## src/rtl/i2s_transmitter_pkg.sv

```systemverilog
// Shared I2S chain definitions: width defaults and the IDLE/LEFT/RIGHT state encoding
// used by both i2s_receiver and i2s_transmitter.
package i2s_transmitter_pkg;

    localparam int DATA_W_DEF = 24;
    localparam int SLOT_W_DEF = 32;

    typedef enum logic [1:0] {
        ST_IDLE  = 2'd0,
        ST_LEFT  = 2'd1,
        ST_RIGHT = 2'd2
    } state_e;

endpackage

```

## src/rtl/i2s_transmitter_lrck_edge_detect.sv

```systemverilog
// Word-select edge detector: registers lrck and flags the cycle in which it differs
// from its previous value (fall = left start, rise = right start).
module lrck_edge_detect (
    input  logic clk_i,
    input  logic rst_ni,
    input  logic lrck_i,
    output logic fall_o,
    output logic rise_o
);

    logic lrck_q;

    always_ff @(posedge clk_i or negedge rst_ni) begin
        if (!rst_ni) lrck_q <= 1'b0;
        else         lrck_q <= lrck_i;
    end

    assign fall_o = lrck_q & ~lrck_i;
    assign rise_o = ~lrck_q & lrck_i;

endmodule

```

## src/rtl/i2s_transmitter.sv

```systemverilog
// I2S slave transmitter: buffers one stereo pair and shifts it out MSB-first with the
// I2S one-bit delay. Build option I2S_TX_MUTE_ON_UNDERRUN_EN outputs silence on underrun.
module i2s_transmitter
    import i2s_transmitter_pkg::*;
#(
    parameter int DATA_W = DATA_W_DEF,
    parameter int SLOT_W = SLOT_W_DEF
) (
    input  logic              bick,
    input  logic              reset,
    input  logic              lrck,
    input  logic              load,
    input  logic [DATA_W-1:0] data_left,
    input  logic [DATA_W-1:0] data_right,
    output logic              sdti,
    output logic              frame_start,
    output logic              underrun,
    output logic              overrun
);

    localparam int CNT_W = $clog2(SLOT_W + 1);

    logic              fall, rise;
    state_e            state_q;
    logic [DATA_W-1:0] pend_l_q, pend_r_q, sh_l_q, sh_r_q, shift_q;
    logic              pend_valid_q;
    logic [CNT_W-1:0]  cnt_q, cnt_inc;
    logic              sdti_q, frame_start_q, underrun_q, overrun_q;
    logic [DATA_W-1:0] nxt_l, nxt_r;

    lrck_edge_detect u_edge (
        .clk_i  (bick),
        .rst_ni (reset),
        .lrck_i (lrck),
        .fall_o (fall),
        .rise_o (rise)
    );

    // Pair that is live after this cycle's left-start transfer (or underrun policy)
    always_comb begin
        nxt_l = sh_l_q;
        nxt_r = sh_r_q;
        if (fall) begin
            if (pend_valid_q) begin
                nxt_l = pend_l_q;
                nxt_r = pend_r_q;
            end
`ifdef I2S_TX_MUTE_ON_UNDERRUN_EN
            else begin
                nxt_l = '0;
                nxt_r = '0;
            end
`endif
        end
    end

    assign cnt_inc = (cnt_q == CNT_W'(SLOT_W)) ? cnt_q : cnt_q + 1'b1;

    always_ff @(posedge bick or negedge reset) begin
        if (!reset) begin
            state_q       <= ST_IDLE;
            pend_l_q      <= '0;
            pend_r_q      <= '0;
            pend_valid_q  <= 1'b0;
            sh_l_q        <= '0;
            sh_r_q        <= '0;
            shift_q       <= '0;
            cnt_q         <= '0;
            sdti_q        <= 1'b0;
            frame_start_q <= 1'b0;
            underrun_q    <= 1'b0;
            overrun_q     <= 1'b0;
        end else begin
            frame_start_q <= fall;
            underrun_q    <= fall & ~pend_valid_q;
            // A load coinciding with a transfer is not an overrun: the old pair was consumed
            overrun_q     <= load & pend_valid_q & ~fall;

            if (fall) pend_valid_q <= 1'b0;
            if (load) begin
                pend_l_q     <= data_left;
                pend_r_q     <= data_right;
                pend_valid_q <= 1'b1;
            end

            sh_l_q <= nxt_l;
            sh_r_q <= nxt_r;
            cnt_q  <= (fall | rise) ? '0 : cnt_inc;

            if (fall) begin
                state_q <= ST_LEFT;
                sdti_q  <= nxt_l[DATA_W-1];
                shift_q <= {nxt_l[DATA_W-2:0], 1'b0};
            end else if (rise && state_q != ST_IDLE) begin
                state_q <= ST_RIGHT;
                sdti_q  <= sh_r_q[DATA_W-1];
                shift_q <= {sh_r_q[DATA_W-2:0], 1'b0};
            end else if (state_q == ST_IDLE) begin
                sdti_q <= 1'b0;
            end else begin
                // cnt_q is the index of the bit now on sdti; past the word, hold zero
                sdti_q  <= (cnt_q < CNT_W'(DATA_W - 1)) & shift_q[DATA_W-1];
                shift_q <= {shift_q[DATA_W-2:0], 1'b0};
            end
        end
    end

    assign sdti        = sdti_q;
    assign frame_start = frame_start_q;
    assign underrun    = underrun_q;
    assign overrun     = overrun_q;

endmodule

```

## config.mk

```make
export PLATFORM = sky130hd
export DESIGN_NAME = i2s_transmitter
export DESIGN_NICKNAME = d
export VERILOG_FILES = /design/src/rtl/i2s_transmitter_pkg.sv /design/src/rtl/i2s_transmitter_lrck_edge_detect.sv /design/src/rtl/i2s_transmitter.sv
export SDC_FILE = /design/constraint.sdc
export NUM_CORES = 1
export LEC_CHECK = 0
export CAP_MARGIN = 15
export CORE_ASPECT_RATIO = 1.75
export CORE_MARGIN = 1
export CORE_UTILIZATION = 30
export CTS_CLUSTER_DIAMETER = 120
export DETAILED_ROUTE_END_ITERATION = 6
export MAX_ROUTING_LAYER = met4
export PLACE_DENSITY_LB_ADDON = 0.2
export SLEW_MARGIN = 5
export SYNTH_ARGS = -nofsm -noshare
export SYNTH_HDL_FRONTEND = slang
export SYNTH_HIERARCHICAL = 1
export SYNTH_SLANG_ARGS = --single-unit
```

## constraint.sdc

```tcl
create_clock -name bick -period 4.12 [get_ports bick]
set_input_delay 0.618 -clock bick [delete_from_list [all_inputs] [get_ports bick]]
set_output_delay 0.618 -clock bick [all_outputs]
set_load 0.005 [all_outputs]
```

# Word level (Yosys, flattened, before mapping)
# Index checks and enable logic that the tools add are counted.
dict set report totals {
  regBits 134
  input_bits 52
}
dict set report op_classes {
  n_eq_ne 3
  n_reduce_logical 6
  n_lt_le_gt_ge 1
  n_addsub 1
  bitwise 11
  muxes 14
}
# operator n
set op_table {}
lappend op_table {{$mux W24} 5}
lappend op_table {{$mux W6} 2}
lappend op_table {{$add A6 B1 Y6 const B} 1}
lappend op_table {{$and A1 B1 Y1} 6}
lappend op_table {{$eq A6 B6 Y1 const B} 1}
lappend op_table {{$lt A6 B5 Y1 const B} 1}
lappend op_table {{$reduce_bool A2 Y1} 3}
lappend op_table {{$mux W1} 5}
lappend op_table {{$mux W2} 2}
lappend op_table {{$not A1 Y1} 4}
lappend op_table {{$ne A3 B3 Y1 const B} 1}
lappend op_table {{$logic_not A2 Y1} 1}
lappend op_table {{$ne A2 B1 Y1 const B} 1}
lappend op_table {{$reduce_and A2 Y1} 1}
lappend op_table {{$logic_and A1 B1 Y1} 1}
lappend op_table {{$or A1 B1 Y1} 1}

# Depth between registers and ports, before layout
# Gate-level depths: netlist (run 1).
dict set report depth {
  depth_word 5
  mapped_depth 5
}

# Hierarchy
# Netlist (run 1), hierarchy kept.
# module cells_each seq_area_each_um2 area_each_um2 instances
set modules_own_cells {}
lappend modules_own_cells {i2s_transmitter 417 3303.2 5694.2 1}
lappend modules_own_cells {lrck_edge_detect 3 25.0 40.0 1}

# Least setup slack after synthesis (run 1)
# Ideal clock, no wire load.
dict set report synth_path {
  path_kind {in2reg}
  startpoint {input lrck}
  endpoint {register sh_l_q[10]}
  n_path_buf 2
  t_arrival_ps 1626
  setup_slack_ps 2369
  path_stages 5
  cell_sequence {nor2b_1 nand2_2 buf_6 buf_6 mux2_4}
}
dict set report synth_between {
  elab_chain_len 3
}
# element line
set synth_lines {}
lappend synth_lines {{from (decl)} i2s_transmitter.sv:11} ;# input logic lrck,
lappend synth_lines {{$not A1 Y1} i2s_transmitter_lrck_edge_detect.sv:18} ;# assign fall_o = lrck_q & ~lrck_i;
lappend synth_lines {{$and A1 B1 Y1} i2s_transmitter_lrck_edge_detect.sv:18}
lappend synth_lines {{$mux W24} i2s_transmitter.sv:43} ;# if (fall) begin
lappend synth_lines {{named net nxt_l[10]} i2s_transmitter.sv:29} ;# logic [DATA_W-1:0] nxt_l, nxt_r;
lappend synth_lines {{to (signal assigned)} i2s_transmitter.sv:86} ;# sh_l_q <= nxt_l;
lappend synth_lines {{to (decl)} i2s_transmitter.sv:25} ;# logic [DATA_W-1:0] pend_l_q, pend_r_q, sh_l_q, sh_r_q, shift_q;
# The timed path passes the listed nets, and every way through them passes these cells.
# A chain may end at the register's enable or synchronous reset.

# Worst setup path after layout (run 1)
dict set report layout_path {
  startpoint {input lrck}
  endpoint {register sh_l_q[13]}
}
dict set report layout_between {
  elab_chain_len 3
}
# element line
set layout_lines {}
lappend layout_lines {{$not A1 Y1} i2s_transmitter_lrck_edge_detect.sv:18}
lappend layout_lines {{$and A1 B1 Y1} i2s_transmitter_lrck_edge_detect.sv:18}
lappend layout_lines {{named net fall} i2s_transmitter.sv:23} ;# logic fall, rise;
lappend layout_lines {{$mux W24} i2s_transmitter.sv:43}
lappend layout_lines {{named net nxt_l[13]} i2s_transmitter.sv:29}
# The timed path passes the listed nets, and every way through them passes these cells.

==> impl_metrics.env, run 1 <==
export IMPL_coreArea_mm2=0.0187
export IMPL_ir_drop_mv=0.274
export IMPL_syn_area_mm2=0.00573
export IMPL_row_count=66
export IMPL_portBuffers=55
export IMPL_dr_first_iter_drc_count=218
export IMPL_max_stage_delay_ps=470
export IMPL_dieArea_mm2=0.0197
export IMPL_clockBufferDepth=2
export IMPL_path_clk_slew_ps=60
export IMPL_drt_vias_per_instance=4.79
export IMPL_fmaxAchievable_mhz=402
export IMPL_cts_resized=0
export IMPL_cts_tree="yes"
export IMPL_finalSetupTns_ps=0
export IMPL_cts_root_buf="clkbuf_16"
export IMPL_ant_nets=0
export IMPL_synth_cells=420
export IMPL_fin_nets=523
export IMPL_antennaDiodeCount=0
export IMPL_yosys_area_top_type="dfrtp_1"
export IMPL_synth_commonest_cells="133 x dfrtp_1, 77 x mux2_2, 24 x o21ai_0, 23 x a211oi_1"
export IMPL_ys_warn_count=6
export IMPL_place_inst=688
export IMPL_synth_xor_area_share_pct=0.305
export IMPL_hpwl_um=7190
export IMPL_ioPinCount=56
export IMPL_maxCapViolations=0
export IMPL_cts_setup_buffers=0
export IMPL_first_pass_iters=4
export IMPL_gp_congestion=0.683
export IMPL_synth_seq_cells=133
export IMPL_layout_worst_path_cycle_share_pct=60.4
export IMPL_ys_types=38
export IMPL_numCtsBuffers=17
export IMPL_start_kind="input pin"
export IMPL_synth_mux_area_share_pct=24.2
export IMPL_cts_max_level=4
export IMPL_grt_pass1_vias=3735
export IMPL_die_h_um=185
export IMPL_cts_num_sinks=133
export IMPL_hp_class="input pin to asynchronous set/reset pin"
export IMPL_netlist_top_cells_area="dfrtp_1 58%, mux2_2 15%, mux2_4 5.2%"
export IMPL_cp_max_fo=31
export IMPL_synth_top_family_by_area="multiplexers"
export IMPL_synth_ff_type="dfrtp_1"
export IMPL_grt_max_degree=111
export IMPL_rsz0062_at_grt="no"
export IMPL_synth_top_area_share_pct=58.0
export IMPL_grt_pass1_wl_um=19400
export IMPL_hold_buffers=0
export IMPL_power_leakage_uw=0.00308
export IMPL_synth_edf_count=0
export IMPL_arrival_ps=2780
export IMPL_grt_util_all_layers_pct=13.1
export IMPL_setup_worst_path_class="input pin to register"
export IMPL_syn2layout_area_growth_pct=24.4
export IMPL_hold_viol=0
export IMPL_antenna_found_initial=0
export IMPL_vias=3449
export IMPL_crit_chain="clkdlybuf4s50_1, nor2b_1, nand2_2, buf_4, mux2_4"
export IMPL_tightest_slew_ps=1120
export IMPL_crit_required_ps=4410
export IMPL_finalCriticalPeriod_ps=2490
export IMPL_outcome="complete, no violations"
export IMPL_fin_cells=720
export IMPL_initial_core_util_pct=30.7
export IMPL_drc=0
export IMPL_grt_ovfl_total=0
export IMPL_routedWlPerCell_um=15.8
export IMPL_synth_most_common_cell="dfrtp_1"
export IMPL_synthesis_nets=474
export IMPL_synthSimpleGateAreaFrac_pct=4.76
export IMPL_async_flop_share_pct=100
export IMPL_avgSynthCellArea_um2=13.7
export IMPL_yosysSeqAreaShare_pct=58.0
export IMPL_power_density_mw_per_mm2=547
export IMPL_finClkSkew_ps=9.12
export IMPL_die_w_um=107
export IMPL_synth_compound_area_share_pct=9.01
export IMPL_relSlewSlack_pct=24.9
export IMPL_layout_drive_gt1_share_pct=29.3
export IMPL_cp_end_kind="register"
export IMPL_totalWireLength_um=11400
export IMPL_slew_viol_final=0
export IMPL_synthAdderAreaFrac_pct=0.436
export IMPL_worstSkewPairLatency_ps=410
export IMPL_finalSetupViolations=0
export IMPL_crit_path_top_delay_cell="nand2_2"
[critical path: cells and delay by family]
kind / cells / cell delay (ps)
simple gates: 2 / 910
mux: 1 / 350
buf+inv: 2 / 870
[power breakdown]
| part | total, uW | leakage, uW | switching, uW | internal [uW] |
|---|---|---|---|---|
| registers | 1670 | 0.00158 | 131 | 1530 |
| logic | 532 | 0.00118 | 214 | 318 |
| clock network | 1710 | 0.000322 | 565 | 1140 |
| total | 3900 | 0.00308 | 911 | 2990 |
[layer usage]
metal  GRT usage, %  vias to the layer above  share of wire, %
li1               -                     1626                 -
met1           15.6                     1750                44
met2           21.4                       59                52
met3           2.78                       14               2.7
met4           5.48                        0               1.7
met5              -                        -                 0
[cells by family after synthesis]
family / count (synthesis)
compound gates: 81
xor+xnor: 2
fa+ha+maj: 2
buf+inv: 37
flops: 133
mux: 119
simple gates: 46
[layout by cell type (no fill, tap or decap), drive strengths merged, types with 5 or more instances in the layout]
cell,synthesis,final
a211oi,23,23
and2b,7,7
buf,18,7
bufinv,0,5
clkbuf,12,21
clkdlybuf4s50,0,53
dfrtp,133,133
inv,7,8
mux2,97,97
mux2i,22,22
nor2,6,6
nor2b,18,18
o21ai,24,24
o22ai,22,22
[registers in the layout, indices dropped and copies added, names as in the netlist]
signal / flops
pend_l_q: 24
pend_r_q: 24
sh_l_q: 24
sh_r_q: 24
shift_q: 23
cnt_q: 6
state_q: 2
frame_start: 1
overrun: 1
pend_valid_q: 1
sdti: 1
u_edge/lrck_q: 1
underrun: 1
[metrics by stage]
stage | hold slack, ps | power, uW | instance area, um^2 | util (%) | setup slack [ps]
final | 311 | 3900 | 7140 | 38.2 | 1630
after global routing | 435 | 4090 | 7140 | 38.2 | 1530
after CTS | 394 | 3950 | 7140 | 38.2 | 1660
after detailed placement | 493 | 2230 | 6460 | 34.6 | 1220
after global placement | 481 | 2200 | 6460 | 34.6 | 1310
after floorplan | 322 | 2040 | 5730 | - | 2370
[worst paths after layout]
kind / startpoint / endpoint / slack [ps] / cells past startpoint
max: lrck / sh_l_q[13]$_DFF_PN0_ / 1630 / 5
max in group asynchronous: reset / sh_r_q[0]$_DFFE_PN0P_ / 2790 / 2
min: reset / pend_r_q[18]$_DFFE_PN0P_ / 310 / 1
min reg2reg: pend_r_q[7]$_DFFE_PN0P_ / pend_r_q[7]$_DFFE_PN0P_ / 500 / 1
max reg2reg: pend_valid_q$_DFFE_PN0P_ / sh_r_q[14]$_DFFE_PN0P_ / 1900 / 4
min in group bick: pend_r_q[7]$_DFFE_PN0P_ / pend_r_q[7]$_DFFE_PN0P_ / 500 / 1
[layout make-up]
type                       count  area (um^2)
clock inverter                11          195
tap                          238          298
timing repair buffer          60          584
fill                        1832        11500
inverter                       7         26.3
sequential                   133         3330
clock buffer                  21          480
multi-input combinational    250         2220
(Power assumes the default switching activity.)
==> run 2, diff against run 1 <==
==> constraint.sdc (replaced) <==
create_clock -name bick -period 2.5 [get_ports bick]
set_input_delay 0.375 -clock bick [delete_from_list [all_inputs] [get_ports bick]]
set_output_delay 0.375 -clock bick [all_outputs]
set_load 0.005 [all_outputs]
==> run 2 against run 1 <==
Compared with the run above: clock power up 50%; global-route usage shrank 0.078 points; critical path type is now register to register; combinational power is 67% higher; critical endpoint is now sdti$_DFF_PN0_; highest routed layer unchanged.
==> impl_metrics.env, run 2 (synthesis gave the netlist of run 1 again) <==
export IMPL_slew_viol_final=0
export IMPL_cp_max_fo=18
export IMPL_fillCellCount=1835
export IMPL_relSlewSlack_pct=58.2
export IMPL_finClkSkew_ps=8.30
export IMPL_syn2layout_area_growth_pct=25.2
export IMPL_clockBufferDepth=2
export IMPL_grt_util_all_layers_pct=13.0
export IMPL_finalSetupViolations=0
export IMPL_tightest_slew_ps=628
export IMPL_cts_root_buf="clkbuf_16"
export IMPL_dieArea_mm2=0.0197
export IMPL_vias=3472
export IMPL_grt_pass1_vias=3787
export IMPL_fin_hold_ws_ps=481
export IMPL_outcome="complete, no violations"
export IMPL_start_kind="register"
export IMPL_cts_max_level=4
export IMPL_final_cell_mix="132 x dfrtp_1, 77 x mux2_2, 53 x clkdlybuf4s50_1"
export IMPL_cp_end_kind="register"
export IMPL_row_count=66
export IMPL_maxCapViolations=0
export IMPL_dr_first_iter_drc_count=125
export IMPL_hold_viol=0
export IMPL_drt_vias_per_instance=4.78
export IMPL_cts_num_sinks=133
export IMPL_cts_tree="yes"
export IMPL_worstSkewPairLatency_ps=410
export IMPL_arrival_ps=1920
export IMPL_first_pass_iters=4
export IMPL_ir_drop_mv=0.408
export IMPL_grt_ovfl_total=0
export IMPL_final_common_cell="dfrtp_1"
export IMPL_path_clk_slew_ps=50
export IMPL_finalCriticalPeriod_ps=1660
export IMPL_grt_pass1_wl_um=19100
export IMPL_die_w_um=107
export IMPL_rsz0062_at_grt="no"
export IMPL_power_density_mw_per_mm2=865
export IMPL_ant_nets=0
export IMPL_antennaDiodeCount=0
export IMPL_drc=0
export IMPL_ioPinCount=56
export IMPL_totalWireLength_um=11300
export IMPL_hp_class="input pin to register"
export IMPL_initial_core_util_pct=30.7
export IMPL_fin_nets=531
export IMPL_numCtsBuffers=17
export IMPL_finalSetupTns_ps=0
export IMPL_coreArea_mm2=0.0187
export IMPL_grt_max_degree=67
export IMPL_setup_slack_ps=840
export IMPL_layout_worst_path_cycle_share_pct=66.4
export IMPL_setup_worst_path_class="register to register"
export IMPL_power_leakage_uw=0.00310
export IMPL_routedWlPerCell_um=15.5
export IMPL_portBuffers=55
export IMPL_pre_cts_ws_ps=472
export IMPL_crit_required_ps=2760
export IMPL_gp_congestion=0.670
export IMPL_hpwl_um=7380
export IMPL_die_h_um=185
export IMPL_fmaxAchievable_mhz=602
export IMPL_layout_drive_gt1_share_pct=30.1
export IMPL_antenna_found_initial=0
run 2: changes by cell type in the layout (fill, tap and decap cells not counted), sizes merged:
cell,change
bufinv,-2
buf,+7
clkbuf,-1
clkinvlp,+2
dlygate4sd3,+1
run 2: where the power goes:
group / internal (uW) / switching, uW / leakage (uW)
sequential: 2530 / 222 / 0.00158
combinational: 540 / 351 / 0.00123
clock: 1640 / 922 / 0.000287
total: 4710 / 1500 / 0.00310
run 2: area by class of cell:
type	count	area, um^2	area share, %
sequential	133	3330	46.4
multi-input combinational	250	2220	31.0
timing repair buffer	68	684	9.54
clock buffer	20	467	6.50
tap	238	298	4.15
clock inverter	11	150	2.09
inverter	7	26.3	0.366
run 2: stage by stage:
stage,util (%),cells,total power [uW],instance area [um^2]
finish,38.5,727,6210,7180
floorplan,-,420,3360,5730
detailed placement,35.1,695,3690,6550
global route,38.5,727,6510,7180
global placement,35.1,695,3650,6550
CTS,38.5,727,6290,7180
run 2: routing by layer:
metal / track usage (%) / wire length, um / vias to the layer above
li1: - / - / 1639
met1: 14.8 / 4850 / 1770
met2: 22.0 / 5970 / 51
met3: 2.67 / 288 / 12
met4: 5.75 / 198 / 0
met5: - / 0 / -
run 2: final timing paths:
kind | from | to | slack (ps) | cells past startpoint
hold reg to reg | pend_r_q[7]$_DFFE_PN0P_ | pend_r_q[7]$_DFFE_PN0P_ | 500 | 1
setup reg to reg | pend_valid_q$_DFFE_PN0P_ | sdti$_DFF_PN0_ | 840 | 4
setup / recovery | pend_valid_q$_DFFE_PN0P_ | sdti$_DFF_PN0_ | 840 | 4
hold / removal | lrck | u_edge/lrck_q$_DFF_PN0_ | 480 | 1
min in group asynchronous | reset | underrun$_DFF_PN0_ | 530 | 2
max in group asynchronous | reset | pend_valid_q$_DFFE_PN0P_ | 1220 | 3
run 2: critical path, cell delays in order (launching register included):
cell and delay, ps:
dfrtp_2 570, buf_4 400, mux2_2 380, nand2_1 60, o221ai_1 100
run 2: what timing repair did:
action | 4_1_cts | 5_1_grt
resized for setup | 0 | 0
hold endpoints to repair | 64 | 0
setup buffers | 0 | 0
hold buffers | 1 | 0
==> run 3, diff against run 2 <==
==> constraint.sdc (replaced) <==
create_clock -name bick -period 1.55 [get_ports bick]
set_input_delay 0.2325 -clock bick [delete_from_list [all_inputs] [get_ports bick]]
set_output_delay 0.2325 -clock bick [all_outputs]
set_load 0.005 [all_outputs]
==> run 3 against run 2 <==
Compared with the run above: die area did not move; sequential power rose by 61%; clock power rose by 44%; cell area rose by 1.9%; critical path type is now register to output pin; largest power group unchanged; highest routed layer unchanged.
==> impl_metrics.env, run 3 (synthesis gave the netlist of run 1 again) <==
export IMPL_finalCriticalPeriod_ps=1460
export IMPL_grt_pass1_vias=3782
export IMPL_cts_tree="yes"
export IMPL_crit_buf_inv=1
export IMPL_cp_max_fo=1
export IMPL_start_kind="register"
export IMPL_rsz0062_at_grt="no"
export IMPL_grt_util_all_layers_pct=13.2
export IMPL_row_count=66
export IMPL_slew_viol_final=0
export IMPL_relSlewSlack_pct=69.0
export IMPL_finalSetupTns_ps=0
export IMPL_die_w_um=107
export IMPL_vias=3493
export IMPL_final_cell_mix="132 x dfrtp_1, 77 x mux2_2, 53 x clkdlybuf4s50_1"
export IMPL_crit_chain="clkdlybuf4s50_1"
export IMPL_finalSetupViolations=0
export IMPL_fillCellCount=1815
export IMPL_outcome="complete, no violations"
export IMPL_fmaxAchievable_mhz=686
export IMPL_layout_worst_path_cycle_share_pct=94.1
export IMPL_tightest_slew_ps=465
export IMPL_worstSkewPairLatency_ps=410
export IMPL_ioPinCount=56
export IMPL_antenna_found_initial=0
export IMPL_p_total_uw=9640
export IMPL_drt_vias_per_instance=4.69
export IMPL_hold_viol=0
export IMPL_first_pass_iters=5
export IMPL_grt_ovfl_total=0
export IMPL_coreArea_mm2=0.0187
export IMPL_cts_root_buf="clkbuf_16"
export IMPL_cp_end_kind="output pin"
export IMPL_r2r_slack_ps=100
export IMPL_dieArea_mm2=0.0197
export IMPL_ir_drop_mv=0.683
export IMPL_final_common_cell="dfrtp_1"
export IMPL_syn2layout_area_growth_pct=27.5
export IMPL_path_clk_slew_ps=60
export IMPL_fin_hold_ws_ps=336
export IMPL_crit_required_ps=1320
export IMPL_gp_congestion=0.711
export IMPL_power_density_mw_per_mm2=1320
export IMPL_finClkSkew_ps=9.15
export IMPL_dr_first_iter_drc_count=135
export IMPL_antennaDiodeCount=0
export IMPL_setup_worst_path_class="register to output pin"
export IMPL_fin_nets=549
export IMPL_drc=0
export IMPL_maxCapViolations=0
export IMPL_pre_cts_ws_ps=-366
export IMPL_routedWlPerCell_um=15.4
export IMPL_arrival_ps=1230
export IMPL_power_leakage_uw=0.00319
export IMPL_max_stage_delay_ps=490
export IMPL_cts_max_level=4
export IMPL_layout_drive_gt1_share_pct=33.1
export IMPL_portBuffers=55
export IMPL_initial_core_util_pct=30.7
export IMPL_numCtsBuffers=17
export IMPL_setup_slack_ps=91.4
export IMPL_ant_nets=0
export IMPL_clockBufferDepth=2
export IMPL_die_h_um=185
export IMPL_grt_max_degree=51
export IMPL_totalWireLength_um=11500
export IMPL_cts_num_sinks=133
export IMPL_hpwl_um=7530
export IMPL_crit_path_top_delay_cell="clkdlybuf4s50_1"
export IMPL_critPathTopFamily="buffers and inverters"
export IMPL_grt_pass1_wl_um=19400
export IMPL_hp_class="input pin to asynchronous set/reset pin"
==> run 3: changes by cell type in the layout (fill, tap and decap cells not counted), sizes merged <==
cell	previous run	this run
buf	14	32
bufinv	3	1
clkbuf	20	21
clkinv	2	6
clkinvlp	5	4
inv	8	6
==> run 3: where the power goes <==
| group | internal (uW) | total, uW | switching, uW |
|---|---|---|---|
| combinational | 930 | 1520 | 592 |
| sequential | 4080 | 4430 | 350 |
| clock | 2260 | 3690 | 1430 |
| total | 7270 | 9640 | 2370 |
==> run 3: layer usage <==
| metal | vias up | global-route usage (%) | part of all wire, % |
|---|---|---|---|
| li1 | 1686 | - | - |
| met1 | 1750 | 15.0 | 43 |
| met2 | 48 | 22.4 | 53 |
| met3 | 9 | 2.96 | 2.1 |
| met4 | 0 | 5.42 | 1.4 |
| met5 | - | - | 0 |
==> run 3: through the flow <==
step / cell area, um^2 / util [%] / cells
2_1_floorplan: 5730 / - / 420
3_3_place_gp: 6740 / 36.1 / 713
3_5_place_dp: 6740 / 36.1 / 713
4_1_cts: 7300 / 39.1 / 745
5_1_grt: 7310 / 39.2 / 745
6_report: 7310 / 39.2 / 745
==> run 3: what timing repair did <==
item,CTS,global route
resized for setup,1,5
hold buffers,1,0
endpoints found under the hold margin,44,0
cloned,0,0
buffers inserted,0,0
endpoints found under the setup margin,1,13
==> run 3: final cells by class <==
cell class	instances	area, um^2	area share, %
flip-flops and latches	133	3330	45.5
inverters	7	30.0	0.411
clock buffers	21	460	6.30
multi-input cells	250	2240	30.7
repair buffers	86	870	11.9
clock inverters	10	82.6	1.13
well taps	238	298	4.07
==> run 3: worst paths after layout <==
check                                   startpoint                        to  cells past startpoint
setup / recovery                underrun$_DFF_PN0_                  underrun                      1
hold / removal                               reset  pend_l_q[18]$_DFFE_PN0P_                      2
setup reg to reg           u_edge/lrck_q$_DFF_PN0_    shift_q[7]$_DFFE_PN0P_                      5
hold reg to reg                sh_l_q[0]$_DFF_PN0_       sh_l_q[0]$_DFF_PN0_                      1
max in group asynchronous                    reset      cnt_q[1]$_DFFE_PN0P_                      3
min in group bick                             lrck   u_edge/lrck_q$_DFF_PN0_                      1
